[config.mk]
export PLATFORM = sky130hd
export DESIGN_NAME = hssi_mb_cmd_ctrl
export DESIGN_NICKNAME = d
export VERILOG_FILES = /design/src/rtl/hssi_mb_cmd_ctrl.sv
export SDC_FILE = /design/constraint.sdc
export NUM_CORES = 1
export LEC_CHECK = 0
export CAP_MARGIN = 20
export CORE_ASPECT_RATIO = 1.2
export CORE_MARGIN = 8
export CORE_UTILIZATION = 40
export DETAILED_ROUTE_END_ITERATION = 12
export GPL_TIMING_DRIVEN = 0
export MAX_ROUTING_LAYER = met4
export PLACE_DENSITY = 0.92
export SLEW_MARGIN = 20
export SYNTH_ARGS = -nofsm -noshare
export SYNTH_HDL_FRONTEND = slang
export SYNTH_SLANG_ARGS = --single-unit
[constraint.sdc]
create_clock -name clk -period 3 [get_ports clk]
set_clock_uncertainty 0.05 [all_clocks]
set_input_delay 0.3 -clock clk [delete_from_list [all_inputs] [get_ports clk]]
set_output_delay 0.3 -clock clk [all_outputs]
set_load 0.03 [all_outputs]
[src/rtl/hssi_mb_cmd_ctrl.sv]
// Mailbox command controller: turns host mailbox writes into single Avalon-MM
// accesses to the traffic controller. Define MB_TIMEOUT_EN to add a stall timeout.
module hssi_mb_cmd_ctrl #(
    parameter int ADDR_W      = 16,
    parameter int DATA_W      = 32,
    parameter int TIMEOUT_CYC = 1024
) (
    input  logic              clk,
    input  logic              rst,
    input  logic              cmd_valid,
    input  logic [1:0]        cmd_op,
    input  logic [ADDR_W-1:0] cmd_addr,
    input  logic [DATA_W-1:0] cmd_wrdata,
    output logic              cmd_ready,
    output logic              mb_busy,
    output logic              mb_ack,
    output logic              mb_err,
    output logic [DATA_W-1:0] mb_rddata,
    output logic              tc_read,
    output logic              tc_write,
    output logic [ADDR_W-1:0] tc_addr,
    output logic [DATA_W-1:0] tc_writedata,
    input  logic              tc_waitrequest,
    input  logic [DATA_W-1:0] tc_readdata,
    input  logic              tc_readdatavalid
);

    localparam logic [1:0] ST_IDLE   = 2'd0;
    localparam logic [1:0] ST_REQ    = 2'd1;
    localparam logic [1:0] ST_RDWAIT = 2'd2;
    localparam logic [1:0] ST_DONE   = 2'd3;

    localparam logic [1:0] OP_NOOP = 2'd0;
    localparam logic [1:0] OP_RD   = 2'd1;
    localparam logic [1:0] OP_WR   = 2'd2;
    localparam logic [1:0] OP_RSVD = 2'd3;

    logic [1:0]        state_q,  state_d;
    logic [1:0]        op_q,     op_d;
    logic [ADDR_W-1:0] addr_q,   addr_d;
    logic [DATA_W-1:0] wrdata_q, wrdata_d;
    logic              ack_q,    ack_d;
    logic              err_q,    err_d;
    logic [DATA_W-1:0] rddata_q, rddata_d;

    logic accept;
    logic waiting;
    logic timeout_fire;
    logic tmo_pend;

    assign accept  = cmd_valid && (state_q == ST_IDLE);
    assign waiting = (state_q == ST_REQ) || (state_q == ST_RDWAIT);

`ifdef MB_TIMEOUT_EN
    localparam int CNT_W = (TIMEOUT_CYC > 1) ? $clog2(TIMEOUT_CYC) : 1;

    logic [CNT_W-1:0] cnt_q, cnt_d;
    logic             tmo_q, tmo_d;
    logic             cnt_hit;

    assign cnt_hit = waiting && (cnt_q == CNT_W'(TIMEOUT_CYC - 1));

    // A handshake completing in the expiry cycle wins over the timeout.
    assign timeout_fire = cnt_hit
                          && !((state_q == ST_REQ) && !tc_waitrequest)
                          && !((state_q == ST_RDWAIT) && tc_readdatavalid);

    always_comb begin
        cnt_d = cnt_q;
        tmo_d = tmo_q;
        if (accept) begin
            cnt_d = '0;
            tmo_d = 1'b0;
        end else if (timeout_fire) begin
            tmo_d = 1'b1;
        end else if (waiting && !cnt_hit) begin
            cnt_d = cnt_q + 1'b1;
        end
    end

    always_ff @(posedge clk or posedge rst) begin
        if (rst) begin
            cnt_q <= '0;
            tmo_q <= 1'b0;
        end else begin
            cnt_q <= cnt_d;
            tmo_q <= tmo_d;
        end
    end

    assign tmo_pend = tmo_q;
`else
    assign timeout_fire = 1'b0;
    assign tmo_pend     = 1'b0;
`endif

    always_comb begin
        state_d  = state_q;
        op_d     = op_q;
        addr_d   = addr_q;
        wrdata_d = wrdata_q;
        ack_d    = ack_q;
        err_d    = err_q;
        rddata_d = rddata_q;
        case (state_q)
            ST_IDLE: begin
                if (cmd_valid) begin
                    op_d     = cmd_op;
                    addr_d   = cmd_addr;
                    wrdata_d = cmd_wrdata;
                    ack_d    = 1'b0;
                    err_d    = 1'b0;
                    state_d  = ((cmd_op == OP_RD) || (cmd_op == OP_WR)) ? ST_REQ : ST_DONE;
                end
            end
            ST_REQ: begin
                if (!tc_waitrequest) begin
                    state_d = (op_q == OP_WR) ? ST_DONE : ST_RDWAIT;
                end else if (timeout_fire) begin
                    rddata_d = '1;
                    state_d  = ST_DONE;
                end
            end
            ST_RDWAIT: begin
                if (tc_readdatavalid) begin
                    rddata_d = tc_readdata;
                    state_d  = ST_DONE;
                end else if (timeout_fire) begin
                    rddata_d = '1;
                    state_d  = ST_DONE;
                end
            end
            default: begin
                ack_d   = 1'b1;
                err_d   = (op_q == OP_RSVD) || tmo_pend;
                state_d = ST_IDLE;
            end
        endcase
    end

    always_ff @(posedge clk or posedge rst) begin
        if (rst) begin
            state_q  <= ST_IDLE;
            op_q     <= OP_NOOP;
            addr_q   <= '0;
            wrdata_q <= '0;
            ack_q    <= 1'b0;
            err_q    <= 1'b0;
            rddata_q <= '0;
        end else begin
            state_q  <= state_d;
            op_q     <= op_d;
            addr_q   <= addr_d;
            wrdata_q <= wrdata_d;
            ack_q    <= ack_d;
            err_q    <= err_d;
            rddata_q <= rddata_d;
        end
    end

    // Strobes decode straight from state so reset removes them without waiting for a clock.
    assign tc_read      = (state_q == ST_REQ) && (op_q == OP_RD);
    assign tc_write     = (state_q == ST_REQ) && (op_q == OP_WR);
    assign tc_addr      = addr_q;
    assign tc_writedata = wrdata_q;

    assign cmd_ready = (state_q == ST_IDLE) && !rst;
    assign mb_busy   = (state_q != ST_IDLE);
    assign mb_ack    = ack_q;
    assign mb_err    = err_q;
    assign mb_rddata = rddata_q;

endmodule

# Word-level counts from Yosys, hierarchy flattened
# Cells that the tools add are included.
# op_classes
eq_ne,10
muxes,9
bitwise_logic,1
n_reduce_logical,12
# op_table
operator,count
$eq 2x2->1 const B,4
$mux 2,4
$eq 2x1->1 const B,3
$ne 2x2->1 const B,3
$pmux 2 s3,1
$reduce_and 2->1,3
$pmux 1 s2,2
$logic_and 1x1->1,3
$reduce_and 3->1,1
$logic_not 2->1,1
$mux 1,2
$reduce_bool 2->1,1
$reduce_or 2->1,1
$logic_not 1->1,1
$logic_or 1x1->1,1
$not 1->1,1
# totals
reg_bits,86
wordCells,39

# Logic depth before layout (Yosys ltp)
# logic_depth
word_depth,5
ltp_mapped,5
mapped_depth_nobuf,5

# Least setup slack after synthesis
# OpenSTA, ideal clock, no wires.
# synth_path
path_kind,reg-to-output
startpoint,register state_q[0]
endpoint,output cmd_ready
arrival_time_ns,1.387
required_time_ns,2.650
path_slack_ns,1.263
stages_incl_launch_ff,5
cell_sequence,dfrtp_1 > inv_1 > ha_1 > inv_1 > nor2_1
# synth_via
elab_chain_len,2
# synth_rtl
element,line_no,rtl
from (decl),38,"logic [1:0] state_q, state_d;"
from (signal assigned),151,state_q <= state_d;
$logic_not 2->1,167,assign cmd_ready = (state_q == ST_IDLE) && !rst;
$logic_and 1x1->1,167,
to (decl),14,"output logic cmd_ready,"
# No other way between the ends.

# Worst setup path in the final report
# Ends and elaborated chain as after synthesis.

==> run metrics <==
Main synth FF type=dfrtp_1; largest family of logic cells by synthesized area=multiplexers; Worst Path Arrival=2.07 ns; synth unique cells=21; synthesized net count=roughly 300; number of DRC markers in iteration 0=45; Tmin final=2.421 ns; Slew @ Worst Pin=0.5353 ns; CP Max Fanout=7; final slew viol count=0; Reg-to-Reg End=mb_rddata[5]; CORE AREA=0.008153 mm²; hold buffers post-CTS=0; Area Growth Syn to Fin=60.80%; Die Area=between 0.01 and 0.015 mm²; DRC=0; status=completed; DR pass1 iterations=4; clock-pin slew on the worst setup and hold paths=0.08 ns; share of cells above drive strength 1=0.2665; pin count of the biggest net entering global routing=46; post-detail-place hpwl=7170 µm; post-CTS setup buffers=0; Peak VDD IR=614.7 µV; most used routing layer=met2; Yosys top cell area share=0.6361; fillers=613; gr ovfl total=0; top post-synthesis cells by area=dfrtp_1 (64%), mux2_2 (26%), mux2_4 (2.2%), ha_1 (1.8%), buf_6 (1.7%); synth warn=0; reg2reg setup slack=between 1 and 1.5 ns; area leader, netlist=dfrtp_1; chip height=116.7 µm; met3 global-route usage=0.04353; class of the worst hold path=input port to asynchronous set/reset pin; Post-Syn Area=~0.0034 mm²; WL final=roughly 9000 µm; io pins=~170; crit start category=register; first-pass GRT wire length=approximately 14,000 µm; CP Class=register to primary output; power per cell area=1193 mW/mm²; Synth Area in Simple Gates=0.01738; htree depth=3; Synth Area in Compound Gates=0.01923; initial antenna violation count=0; routing usage on met2=0.2748; Post-Syn Instances=207; vias per inst=4.677; DIE WIDTH=about 100 µm; Inserted Clock Buffers=9; Yosys reg bits=86; Tot GR Track Use=0.1600; CTS tree=yes; vias in the first global route=2,786; synthesized-area fraction occupied by adder cells=0.01849; Clock Path Buffers=2; number of synthesized flops with an enable pin=0; Seq/Total Area, Yosys=0.6361; root buffer cell=clkbuf_8; CTS sink count=86; leakage=2.312 nW; Fmax=between 0.4 and 0.5 GHz; maxcap violations=0; row count=36; Post-Synth XOR/XNOR Area=0.002589; R2R depth=5; # setup viols final=0; mux contribution to synthesized area=0.2785; required time of the worst setup path=2.65 ns; routability cong.=about 0.77; most frequent cell after synthesis=dfrtp_1; total power=~6.5 mW; quantity of gates resized following cts=0; Async SR Flop Fraction=1.000; via count=roughly 2.4k; RSZ-0062 raised after global routing=no; area of the multi-input gates=roughly 0.0011 mm²; Final Hold Fails=0; met1 usage=0.1654; most frequent cells after synthesis=dfrtp_1 (86), mux2_2 (77), inv_1 (6); CP endpoint kind=primary output; FF+latch area=0.002152 mm²; Final Util=0.6673; Antenna diodes=0; final cycle utilization of the critical path=0.8069; PortBufs=172; Critical R2R Launch=state_q[0]; clk_lat worst skew=between 0.3 and 0.4 ns; Post-DRT Antenna Nets=0; Total Nets Final=483; CP startpoint=state_q[0]; slew margin rel.=0.6431; syn_area_per_cell=about 16 µm²; initial cell density of the core=0.4150; Routed wire per std cell=17.64 µm
layer usage:
layer	vias to the layer above	wire, µm
li1	1088	-
met1	1162	3429
met2	110	4589
met3	16	715
met4	0	227
met5	-	0
cell families after synthesis:
family / after synthesis
AOI/OAI and AO/OA: 9
xor gates and xnor gates: 1
adders and majority gates: 5
buffers and inverters: 14
DFF: 86
muxes: 82
and+or+nand+nor: 10
power by group:
part / switching (mW) / internal (mW)
logic: 1.92 / 1.76
clock network: 0.371 / 0.376
registers: 0.314 / 1.76
total: 2.60 / 3.89
sequential cells by signal (all words and copies together), names as in the netlist:
register      cells
tc_addr          16
tc_writedata     32
mb_rddata        32
mb_err            1
op_q              2
state_q           2
mb_ack            1
worst max path at each step:
stage                           end  cells after the start
finish                    cmd_ready                      5
global route              cmd_ready                      5
CTS                       cmd_ready                      5
detailed placement        cmd_ready                      5
global placement    tc_writedata[6]                      2
floorplan                    mb_ack                      1
layout by cell type, fill, tap and decap left out:
cell	n
clkdlybuf4s50_1	172
dfrtp_1	86
mux2_2	77
clkbuf_8	9
buf_6	5
inv_1	5
mux2_4	5
ha_1	5
nand2_1	3
buf_2	3
o21ai_0	3
clkbuf_1	3
nor2_1	2
o2bb2ai_1	2
nand2_2	1
and3b_1	1
inv_4	1
nor2b_4	1
o31ai_1	1
and2_1	1
a211o_1	1
a2111o_1	1
xnor2_1	1
a21oi_1	1
nor3_1	1
clkinv_2	1
bufinv_16	1
buf_12	1
final cells by class:
class                   count  area share
repair buffers            173      0.3201
multi-input cells         107      0.2091
plain buffers               8     0.01311
inverters                   6    0.004600
well taps                 114     0.02622
clock buffers              12     0.02484
flip-flops and latches     86      0.3956
clock inverters             2    0.006440
through the flow:
| stage | instances | setup TNS (ns) | cell area, µm² | hold WS (ns) | setup slack [ns] |
|---|---|---|---|---|---|
| after floorplan | 207 | 0 | 3383 | 0.3985 | 0.4282 |
| after global routing | 508 | 0 | 5440 | 0.3839 | 0.4588 |
| after CTS | 508 | 0 | 5440 | 0.3358 | 0.5503 |
| after global placement | 493 | -75.48 | 5248 | 0.4352 | -0.8811 |
| final | 508 | 0 | 5440 | 0.3294 | 0.5793 |
| after detailed placement | 494 | 0 | 5270 | 0.4409 | 0.9479 |
critical path, stage by stage (launching register included):
cell and delay [ns]:
dfrtp_1 0.44, inv_1 0.12, ha_1 0.30, inv_1 0.09
nor2_1 0.10, clkdlybuf4s50_1 0.68
(Power assumes the default switching activity.)
